==> src/rtl/wb_stage_pkg.sv <==
// Shared types and helpers for the write-back stage.
// Latency: n/a (types, constants and a combinational helper only).
// Backpressure: n/a.
//
// Bit numbering note: the ISA numbers bits big-endian (bit 0 = MSB). RTL
// vectors here are declared [31:0], so ISA bit k lives at vector index 31-k.
package wb_stage_pkg;

    // Source of the MEM/WB write data.
    typedef enum logic [1:0] {
        SEL_ALU,
        SEL_LOAD,
        SEL_LINK
    } wb_sel_e;

    // One queued FPU result.
    typedef struct packed {
        logic [4:0]  rw;
        logic        dst_fpr;
        logic [31:0] data;
    } fpq_entry_t;

    localparam logic [4:0] REG_ZERO = 5'd0;

    // Extract and extend a byte/halfword lane from a big-endian memory word.
    // off is the two low address bits (ISA bits [30:31]); ISA off[0] is
    // vector off[1]. Misaligned halfwords fall back to the even lane.
    function automatic logic [31:0] fmt_load(
        input logic [31:0] mem,
        input logic [1:0]  off,
        input logic        byte_op,
        input logic        half_op,
        input logic        sign_ext
    );
        logic [7:0]  lane_b;
        logic [15:0] lane_h;
        logic [31:0] res;
        case (off)
            2'd0:    lane_b = mem[31:24];
            2'd1:    lane_b = mem[23:16];
            2'd2:    lane_b = mem[15:8];
            default: lane_b = mem[7:0];
        endcase
        lane_h = off[1] ? mem[15:0] : mem[31:16];
        if (byte_op) begin
            res = {{24{sign_ext & lane_b[7]}}, lane_b};
        end else if (half_op) begin
            res = {{16{sign_ext & lane_h[15]}}, lane_h};
        end else begin
            res = mem;
        end
        return res;
    endfunction

endpackage

==> src/rtl/wb_fpq.sv <==
// In-order FIFO for FPU results awaiting a free register-write slot.
// Latency: a push is visible at the head the cycle after it is written (no bypass).
// Backpressure: full_o is high when all entries are used; pushes while full are dropped.
//
// Ports: clk/reset (sync, active-low); push_i/push_dat_i write side;
// pop_i read side; head_o oldest entry; full_o/empty_o/count_o occupancy.
module wb_fpq
    import wb_stage_pkg::*;
#(
    parameter int DEPTH = 2,
    parameter int CW    = $clog2(DEPTH) + 1
) (
    input  logic          clk,
    input  logic          reset,
    input  logic          push_i,
    input  fpq_entry_t    push_dat_i,
    input  logic          pop_i,
    output fpq_entry_t    head_o,
    output logic          full_o,
    output logic          empty_o,
    output logic [CW-1:0] count_o
);
    localparam int AW = (DEPTH > 1) ? $clog2(DEPTH) : 1;

    fpq_entry_t    mem_q [DEPTH];
    logic [AW-1:0] wr_ptr_q, wr_ptr_d;
    logic [AW-1:0] rd_ptr_q, rd_ptr_d;
    logic [CW-1:0] count_q, count_d;
    logic          do_push, do_pop;

    assign full_o  = (count_q == CW'(DEPTH));
    assign empty_o = (count_q == '0);
    assign count_o = count_q;
    assign head_o  = mem_q[rd_ptr_q];

    assign do_push = push_i & ~full_o;
    assign do_pop  = pop_i & ~empty_o;

    // Power-of-two depth lets the pointers wrap naturally.
    always_comb begin
        wr_ptr_d = do_push ? wr_ptr_q + AW'(1) : wr_ptr_q;
        rd_ptr_d = do_pop  ? rd_ptr_q + AW'(1) : rd_ptr_q;
        count_d  = count_q;
        case ({do_push, do_pop})
            2'b10:   count_d = count_q + CW'(1);
            2'b01:   count_d = count_q - CW'(1);
            default: count_d = count_q;
        endcase
    end

    always_ff @(posedge clk) begin
        if (!reset) begin
            wr_ptr_q <= '0;
            rd_ptr_q <= '0;
            count_q  <= '0;
        end else begin
            wr_ptr_q <= wr_ptr_d;
            rd_ptr_q <= rd_ptr_d;
            count_q  <= count_d;
        end
    end

    // Storage needs no reset: occupancy alone decides what is valid.
    always_ff @(posedge clk) begin
        if (do_push) begin
            mem_q[wr_ptr_q] <= push_dat_i;
        end
    end

endmodule

==> src/rtl/wb_stage.sv <==
// Write-back stage: formats load data and arbitrates the single register write port
// between the MEM/WB record and queued FPU results. Latency: 1 cycle (registered outputs).
// Backpressure: fpu_ready low when the queue is full; wb_stall only with the starve guard.
//
// Optional feature macro: WB_STARVE_GUARD_EN. When defined, a queued FPU result that
// has waited STARVE_LIMIT cycles takes the port and the MEM/WB record is held
// (wb_stall=1). When undefined, wb_stall is tied low and the queue drains only in idle slots.
//
// Ports: clk, reset (sync, active-low); wb_* MEM/WB record in, wb_stall out;
// fpu_* FPU result in, fpu_ready out; BUS_W/FBUS_W/Rw_out/reg_we_out/f_reg_we_out
// towards gprFile/fprFile.
module wb_stage
    import wb_stage_pkg::*;
#(
    parameter int FPQ_DEPTH    = 2,
    parameter int STARVE_LIMIT = 4
) (
    input  logic        clk,
    input  logic        reset,
    input  logic        wb_valid,
    input  logic [4:0]  wb_rw,
    input  logic        wb_reg_we,
    input  logic        wb_f_reg_we,
    input  logic        wb_mem_to_reg,
    input  logic        wb_byte_op,
    input  logic        wb_halfword_op,
    input  logic        wb_sign_ext,
    input  logic        wb_jal,
    input  logic [31:0] wb_alu_result,
    input  logic [31:0] wb_mem_data,
    input  logic [31:0] wb_link_addr,
    output logic        wb_stall,
    input  logic        fpu_valid,
    input  logic [4:0]  fpu_rw,
    input  logic        fpu_dst_fpr,
    input  logic [31:0] fpu_result,
    output logic        fpu_ready,
    output logic [31:0] BUS_W,
    output logic [31:0] FBUS_W,
    output logic [4:0]  Rw_out,
    output logic        reg_we_out,
    output logic        f_reg_we_out
);
    localparam int CW = $clog2(FPQ_DEPTH) + 1;

    fpq_entry_t    q_push_dat, q_head;
    logic          q_push, q_pop, q_full, q_empty;
    logic [CW-1:0] q_count;

    wb_sel_e       sel;
    logic [31:0]   wb_dat;
    logic          wb_write;
    logic          force_head;

    logic [31:0]   dat_q, dat_d;
    logic [4:0]    rw_q, rw_d;
    logic          reg_we_q, reg_we_d;
    logic          f_reg_we_q, f_reg_we_d;

    // ------------------------------------------------------------------
    // FPU result queue
    // ------------------------------------------------------------------
    assign q_push_dat = '{rw: fpu_rw, dst_fpr: fpu_dst_fpr, data: fpu_result};
    assign fpu_ready  = ~q_full;
    assign q_push     = fpu_valid & ~q_full;

    wb_fpq #(
        .DEPTH (FPQ_DEPTH)
    ) u_fpq (
        .clk        (clk),
        .reset      (reset),
        .push_i     (q_push),
        .push_dat_i (q_push_dat),
        .pop_i      (q_pop),
        .head_o     (q_head),
        .full_o     (q_full),
        .empty_o    (q_empty),
        .count_o    (q_count)
    );

    // ------------------------------------------------------------------
    // Starvation guard
    // ------------------------------------------------------------------
`ifdef WB_STARVE_GUARD_EN
    localparam int SW = $clog2(STARVE_LIMIT + 1);

    logic [SW-1:0] starve_q, starve_d;

    assign force_head = ~q_empty & (starve_q >= SW'(STARVE_LIMIT));

    // Counts cycles the head has been passed over; saturates at the limit.
    always_comb begin
        starve_d = starve_q;
        if (q_pop) begin
            starve_d = '0;
        end else if (~q_empty && (starve_q < SW'(STARVE_LIMIT))) begin
            starve_d = starve_q + SW'(1);
        end
    end

    always_ff @(posedge clk) begin
        if (!reset) begin
            starve_q <= '0;
        end else begin
            starve_q <= starve_d;
        end
    end
`else
    assign force_head = 1'b0;

    logic unused_cfg;
    assign unused_cfg = (STARVE_LIMIT != 0);
`endif

    assign wb_stall = force_head;

    // Occupancy count is informational here; full/empty drive the logic.
    logic unused_count;
    assign unused_count = ^q_count;

    // ------------------------------------------------------------------
    // MEM/WB data selection
    // ------------------------------------------------------------------
    always_comb begin
        if (wb_jal) begin
            sel = SEL_LINK;
        end else if (wb_mem_to_reg) begin
            sel = SEL_LOAD;
        end else begin
            sel = SEL_ALU;
        end
        case (sel)
            SEL_LINK: wb_dat = wb_link_addr;
            SEL_LOAD: wb_dat = fmt_load(wb_mem_data, wb_alu_result[1:0],
                                        wb_byte_op, wb_halfword_op, wb_sign_ext);
            default:  wb_dat = wb_alu_result;
        endcase
    end

    // ------------------------------------------------------------------
    // Write-port arbitration
    // ------------------------------------------------------------------
    // A record with no enables does not occupy the port; an r0 write does.
    assign wb_write = wb_valid & (wb_reg_we | wb_f_reg_we);
    assign q_pop    = ~q_empty & (~wb_write | force_head);

    always_comb begin
        dat_d      = dat_q;
        rw_d       = rw_q;
        reg_we_d   = 1'b0;
        f_reg_we_d = 1'b0;
        if (q_pop) begin
            dat_d      = q_head.data;
            rw_d       = q_head.rw;
            reg_we_d   = ~q_head.dst_fpr & (q_head.rw != REG_ZERO);
            f_reg_we_d = q_head.dst_fpr;
        end else if (wb_write) begin
            dat_d      = wb_dat;
            rw_d       = wb_rw;
            reg_we_d   = wb_reg_we & (wb_rw != REG_ZERO);
            f_reg_we_d = wb_f_reg_we;
        end
    end

    always_ff @(posedge clk) begin
        if (!reset) begin
            dat_q      <= '0;
            rw_q       <= REG_ZERO;
            reg_we_q   <= 1'b0;
            f_reg_we_q <= 1'b0;
        end else begin
            dat_q      <= dat_d;
            rw_q       <= rw_d;
            reg_we_q   <= reg_we_d;
            f_reg_we_q <= f_reg_we_d;
        end
    end

    assign BUS_W        = dat_q;
    assign FBUS_W       = dat_q;
    assign Rw_out       = rw_q;
    assign reg_we_out   = reg_we_q;
    assign f_reg_we_out = f_reg_we_q;

endmodule

==> config.mk <==
export PLATFORM = sky130hd
export DESIGN_NAME = wb_stage
export DESIGN_NICKNAME = d
export VERILOG_FILES = /design/src/rtl/wb_stage_pkg.sv /design/src/rtl/wb_fpq.sv /design/src/rtl/wb_stage.sv
export SDC_FILE = /design/constraint.sdc
export NUM_CORES = 1
export LEC_CHECK = 0
export BUFFER_PORTS_ARGS = -buffer_cell sky130_fd_sc_hd__buf_2
export CORE_AREA = 2 2 115 117
export CTS_BUF_LIST = sky130_fd_sc_hd__clkbuf_2
export CTS_CLUSTER_DIAMETER = 60
export DETAILED_ROUTE_END_ITERATION = 10
export DIE_AREA = 0 0 117 119
export PLACE_DENSITY = 0.77
export SYNTH_ARGS = -nofsm -noshare
export SYNTH_HDL_FRONTEND = slang
export SYNTH_SLANG_ARGS = --single-unit
==> constraint.sdc <==
create_clock -name clk -period 3.6 [get_ports clk]
set_input_delay 0.54 -clock clk [delete_from_list [all_inputs] [get_ports clk]]
set_output_delay 0.54 -clock clk [all_outputs]
set_load 0.01 [all_outputs]
### After elaboration in Yosys (flattened, before gate mapping)

Memory sizes are Yosys's and may differ from the RTL's. A register that Yosys moved wholly into a read port is not among the register bits.
Index checks and enable logic that the tools add are counted.

* bits in registers: 43
* latch bits: 0
* memory bits (writable): 76
* bits in read-only memories: 0
* bits of input ports: 150
* output and inout port bits: 73
* word-level logic and storage cells: 60
* memories: 1

* add/subtract/negate cells: 4
* multiply operators: 0
* divide/modulo/power cells: 0
* order comparisons: 0
* equal/unequal tests: 7
* shift-type cells: 0
* multiplexer cells: 21
* bitwise logic cells: 14
* reductions and logical operators: 6

Memory list
* u_fpq.mem_q: words 2, bits a word 38, rd ports 1, clocked after Yosys merged registers in 1, write ports 1, line wb_fpq.sv:25 `fpq_entry_t mem_q [DEPTH];`

Operator list (count)
* $mux W32: 4
* $pmux W32 S2: 1
* $pmux W8 S3: 1
* $mux W16: 1
* $mux W5: 2
* $reduce_bool A5 Y1: 2
* $and A1 B1 Y1: 9
* $mux W1: 9
* $eq A2 B2 Y1 const B: 4
* $mux W8: 1
* $eq A2 B1 Y1 const B: 3
* $logic_not A2 Y1: 2
* $not A1 Y1: 4
* $pmux W2 S2: 1
* $reduce_bool A2 Y1: 2
* $add A1 B1 Y1 const B: 2
* $add A2 B1 Y2 const B: 1
* $mux W2: 1
* $sub A2 B1 Y2 const B: 1
* $or A1 B1 Y1: 1

### Logic depth before layout (Yosys ltp)

* depth in word-level cells: 9
* depth in mapped cells: 8
* depth with buffers taken out: 7

### Hierarchy

From an unflattened synthesis, not the netlist that was laid out.

* cell total of the unflattened synthesis: 545
* area, all modules: 6351.1 sq um

By module, submodules not included
* wb_stage: instances 1, cells an instance 401, area an instance 3384.5 sq um, seq. area each 780.7 sq um
* wb_fpq: instances 1, cells an instance 144, area an instance 2966.6 sq um, seq. area each 2382.3 sq um

### Least setup slack after synthesis

No wires, ideal clock.

* path kind: reg2reg
* start point: register u_fpq.count_q[0] (netlist: u_fpq.count_o[0])
* end point: memory u_fpq.mem_q[0][0] (netlist bit) (enable)
* library setup time: 433 ps
* arrival: 2350 ps
* required time: 3167 ps
* slack: 817 ps
* stages on the path, launching flop included: 5
* path buffers: 1
* period minus slack after synthesis: 2783 ps
* cell sequence: dfxtp_1 > buf_2 > nand2b_1 > nand2_1 > nor2_1

* longest elaborated chain between the ends: 6

RTL lines
* start: declaration: line wb_fpq.sv:28 `logic [CW-1:0] count_q, count_d;`
* start signal: assignment: line wb_fpq.sv:59 `count_q <= count_d;`
* $eq A2 B2 Y1 (*): line wb_fpq.sv:31 `assign full_o = (count_q == CW'(DEPTH));`
* $not A1 Y1 (*)
* via fpu_ready: line wb_stage.sv:37 `output logic fpu_ready,`
* $and A1 B1 Y1: line wb_stage.sv:65 `assign q_push = fpu_valid & ~q_full;`
* $and A1 B1 Y1 (*): line wb_fpq.sv:36 `assign do_push = push_i & ~full_o;`
* $mux W1 (*): line wb_fpq.sv:65 `if (do_push) begin`
* $mux W1 (implied by the code) (*): line wb_fpq.sv:66 `mem_q[wr_ptr_q] <= push_dat_i;`
* end: declaration: line wb_fpq.sv:25

Mark *: on every way through the listed nets, which the timed path passes. The rest lies on a longest branch.

### Worst setup path in the final report

* start point: register u_fpq.count_q[0] (netlist: u_fpq.count_o[0])
* end point: register u_fpq.count_q[1] (netlist: u_fpq.count_o[1])

* longest elaborated chain between the ends: 6
* elaborated cells between the ends (all ways): 14
* classes of those cells: 2 x add/sub; 3 x eq/ne; 1 x mux; 6 x bitwise; 2 x reduce/logical

RTL lines
* $logic_not A2 Y1 (*): line wb_fpq.sv:32 `assign empty_o = (count_q == '0);`
* $not A1 Y1 (*): line wb_fpq.sv:37, wb_stage.sv:145
* $and A1 B1 Y1: line wb_stage.sv:145 `assign q_pop = ~q_empty & (~wb_write | force_head);`
* $and A1 B1 Y1 (*): line wb_fpq.sv:37 `assign do_pop = pop_i & ~empty_o;`
* via u_fpq.do_pop: line wb_fpq.sv:29 `logic do_push, do_pop;`
* $eq A2 B1 Y1 / $eq A2 B2 Y1 (equally long branches): line wb_fpq.sv:44 `case ({do_push, do_pop})`
* $pmux W2 S2 / $reduce_bool A2 Y1 (equally long branches)

Marks and branches as above.
A chain may end at the register's enable or synchronous reset.

==> results by group <==
Clocking
  – Setup bufs post-CTS: 0
  – Htree depth: 4
  – Clock Sink Count: 120
  – Clk buf depth: 2
  – CTS buffer count: 17
  – CTS tree: built
  – Root Driver: clkbuf_2
  – Clock Pin Slew Worst Setup and Hold Paths: 0.20 ns
  – Clk_lat worst skew: just under 0.7 ns

Floorplanning
  – # IOs: 223
  – Core area: 0.0129 mm^2
  – Die Y: ~120 um
  – Initial Utilization: 48.3%
  – Std cell rows: 42
  – Chip width: roughly 120 um
  – Die area: 0.0139 mm^2

Synthesis
  – Total nets after synthesis: 688
  – #FFs+latches synth: 120
  – Post-synthesis sequential area ratio: 50.9%
  – Top post-synthesis cells by area: edfxtp_1 37%, dfxtp_1 14%, mux2_2 5.3%
  – Yosys top cell area share: 36.7%
  – Cell variety after synth: 42
  – Syn_area_per_cell: 11.6 um^2
  – Mapped Cells: 537
  – Synth Cell Area: 0.00621 mm^2
  – Top FF cell, synth: edfxtp_1
  – Post-synth EDFFs: 76
  – Area leader, netlist: edfxtp_1
  – Ys async rst share: 0%
  – Synth warn: 0

Route
  – Top layer in use: met4
  – Drt drc: 0
  – Drt pass-1 iters: 5
  – Drt via density: between 5 and 6
  – M1 WL: 7.75 mm
  – Met3 Wirelength: 1.49 mm
  – Per-cell routed wire length: 20.0 um
  – Met2 WL: 8.51 mm
  – Detail Route Antenna Nets: 0
  – First DRT Iteration DRCs: about 610
  – Via count: ~5300
  – Post-Route WL: approximately 18 mm

GRT
  – Vias in the first global route: a little over 5000
  – Initial antenna violation count: 0
  – Global route overflow: 0
  – Largest net degree at the start of global routing: 47
  – GRT Util Overall: 25.6%
  – Global-route wire length before repair: about 27 mm

Placement
  – Inst Count DP: 860
  – IO buf count: 221
  – DP Worst Slack: 1.12 ns
  – Routability cong.: 0.931
  – Post-DP HPWL: ~13 mm
  – Placed cell area: approximately 0.0071 mm^2

Finish
  – Commonest non-fill, non-tap cell in the layout: buf_2
  – Cell area after layout: 0.00753 mm^2
  – Ant. Diodes: 0
  – Area occupied by multi-input gates: 0.00253 mm^2
  – Filler instances: around 1100
  – Util after Layout: about three fifths
  – Most frequent cells in the layout: 221 x buf_2, 76 x edfxtp_1, 44 x o21ai_0, 43 x dfxtp_1, 40 x a21oi_1
  – Share of layout cells above drive strength 1: 40.5%
  – Final nets: between 800 and 900
  – P&R area growth vs syn: 21.1%
  – Non-filler cells, final: ~910
  – Seq. cell area: between 0.003 and 0.004 mm^2

Pwr
  – Power Dens Cells: slightly below 600 mW/mm^2
  – Worst IR Drop VDD: 0.346 mV
  – P_leak: 3.04 nW

Timing
  – Final Cycle Share: 69.8%
  – Final-report hold violation count: 0
  – Setup TNS: 0 ns
  – Skew final: 0.0253 ns
  – Fmax: 398 MHz
  – Slew @ Worst Pin: 1.17 ns
  – Min Tclk post-route: 2.51 ns
  – Max-slew headroom: 22.0%
  – Final setup margin: between 1 and 1.5 ns
  – Final setup fails: 0
  – RSZ-0062 raised after global routing: no
  – Final Max Tran Viols: 0

Status
  – Outcome: finished clean

Critical path
  – WP data required: about 4.2 ns
  – CP Max Fanout: 28
  – Setup CP Type: flop to flop
  – CP arrival: about 3.1 ns
  – Crit end category: flop
  – Startpoint types: flop

Job
  – Maxcap violations: 0

Worst hold path
  – Hold Path Class: input pin to flop
power breakdown:
| part | internal, W | total, W | leakage, nW | switching (W) |
|---|---|---|---|---|
| registers | 0.00177 | 0.00204 | 1.08 | 0.000274 |
| clock network | 0.000381 | 0.000885 | 0.145 | 0.000504 |
| logic | 0.000654 | 0.00148 | 1.82 | 0.000829 |
| total | 0.00280 | 0.00441 | 3.04 | 0.00161 |
layout make-up:
class	count	share of cell area, %
Multi-Input combinational cell	333	33.6
Clock inverter	14	2.09
Tap cell	176	2.93
Clock buffer	18	1.20
Inverter	4	0.200
Timing Repair Buffer	247	18.0
Sequential cell	120	42.0
kinds of logic (layout without fill, tap and decap cells):
group,count (synthesis),in the layout,share of synthesized area (%)
compound gates,172,172,19.2
xor+xnor,4,4,0.564
fa+ha+maj,1,1,0.201
buf+inv,84,283,8.78
flops,120,120,50.9
mux,65,65,13.1
other cells,1,1,0.0604
simple gates,90,90,7.13
final timing paths:
path	slack (ns)	start	depth (start not counted)	end
max	1.09	u_fpq.count_o[0]	6	u_fpq.count_o[1]
min	0.03	fpu_result[22]	1	u_fpq.mem_q[0][22]
min reg2reg	0.55	u_fpq.rd_ptr_q	2	flop
max reg2reg	1.09	u_fpq.count_o[0]	6	u_fpq.count_o[1]
timing repair:
action | in CTS | in global routing
endpoints found under the setup margin | 0 | 0
endpoints found under the hold margin | 0 | 34
hold buffers | 0 | 20
resized for setup | 0 | 0
synthesized netlist by cell type (12+ instances only):
| library cell | instances |
|---|---|
| a221o_1 | 17 |
| buf_4 | 37 |
| mux2i_1 | 28 |
| nand2b_1 | 12 |
| clkbuf_1 | 14 |
| nor2_1 | 20 |
| a221oi_1 | 23 |
| dfxtp_1 | 44 |
| nor2b_1 | 12 |
| a21oi_1 | 40 |
| buf_2 | 17 |
| nor3_1 | 13 |
| o21ai_0 | 45 |
| nand2_1 | 23 |
| o221ai_1 | 12 |
| edfxtp_1 | 76 |
| o211ai_1 | 15 |
| mux2_2 | 29 |
worst max-delay path: stages (launching register included):
cell and delay, ns:
dfxtp_1 0.52, or2_2 0.40, nand2_2 0.43, inv_1 0.18, ha_1 0.37, or3_1 0.38
a21oi_1 0.16
metal layers:
| metal | vias to the layer above | track usage (%) |
|---|---|---|
| met5 | - | 0 |
| met4 | 0 | 9.71 |
| met3 | 45 | 4.53 |
| met2 | 297 | 39.3 |
| met1 | 2550 | 36.3 |
| li1 | 2425 | - |
through the flow:
step	total power, W	hold slack [ns]
6_report	0.00441	0.0288
5_1_grt	0.00464	0.00198
4_1_cts	0.00439	0.000738
3_5_place_dp	0.00352	0.509
3_3_place_gp	0.00348	0.518
2_1_floorplan	0.00312	0.481
state kept, by name (all words and copies together), names as in the netlist, named ones only:
register and cells:
u_fpq.mem_q 76, BUS_W 32, Rw_out 5, u_fpq.count_o 2
f_reg_we_out 1, reg_we_out 1, u_fpq.rd_ptr_q 1, u_fpq.wr_ptr_q 1
No activity file was read; power rests on OpenSTA's default activity.
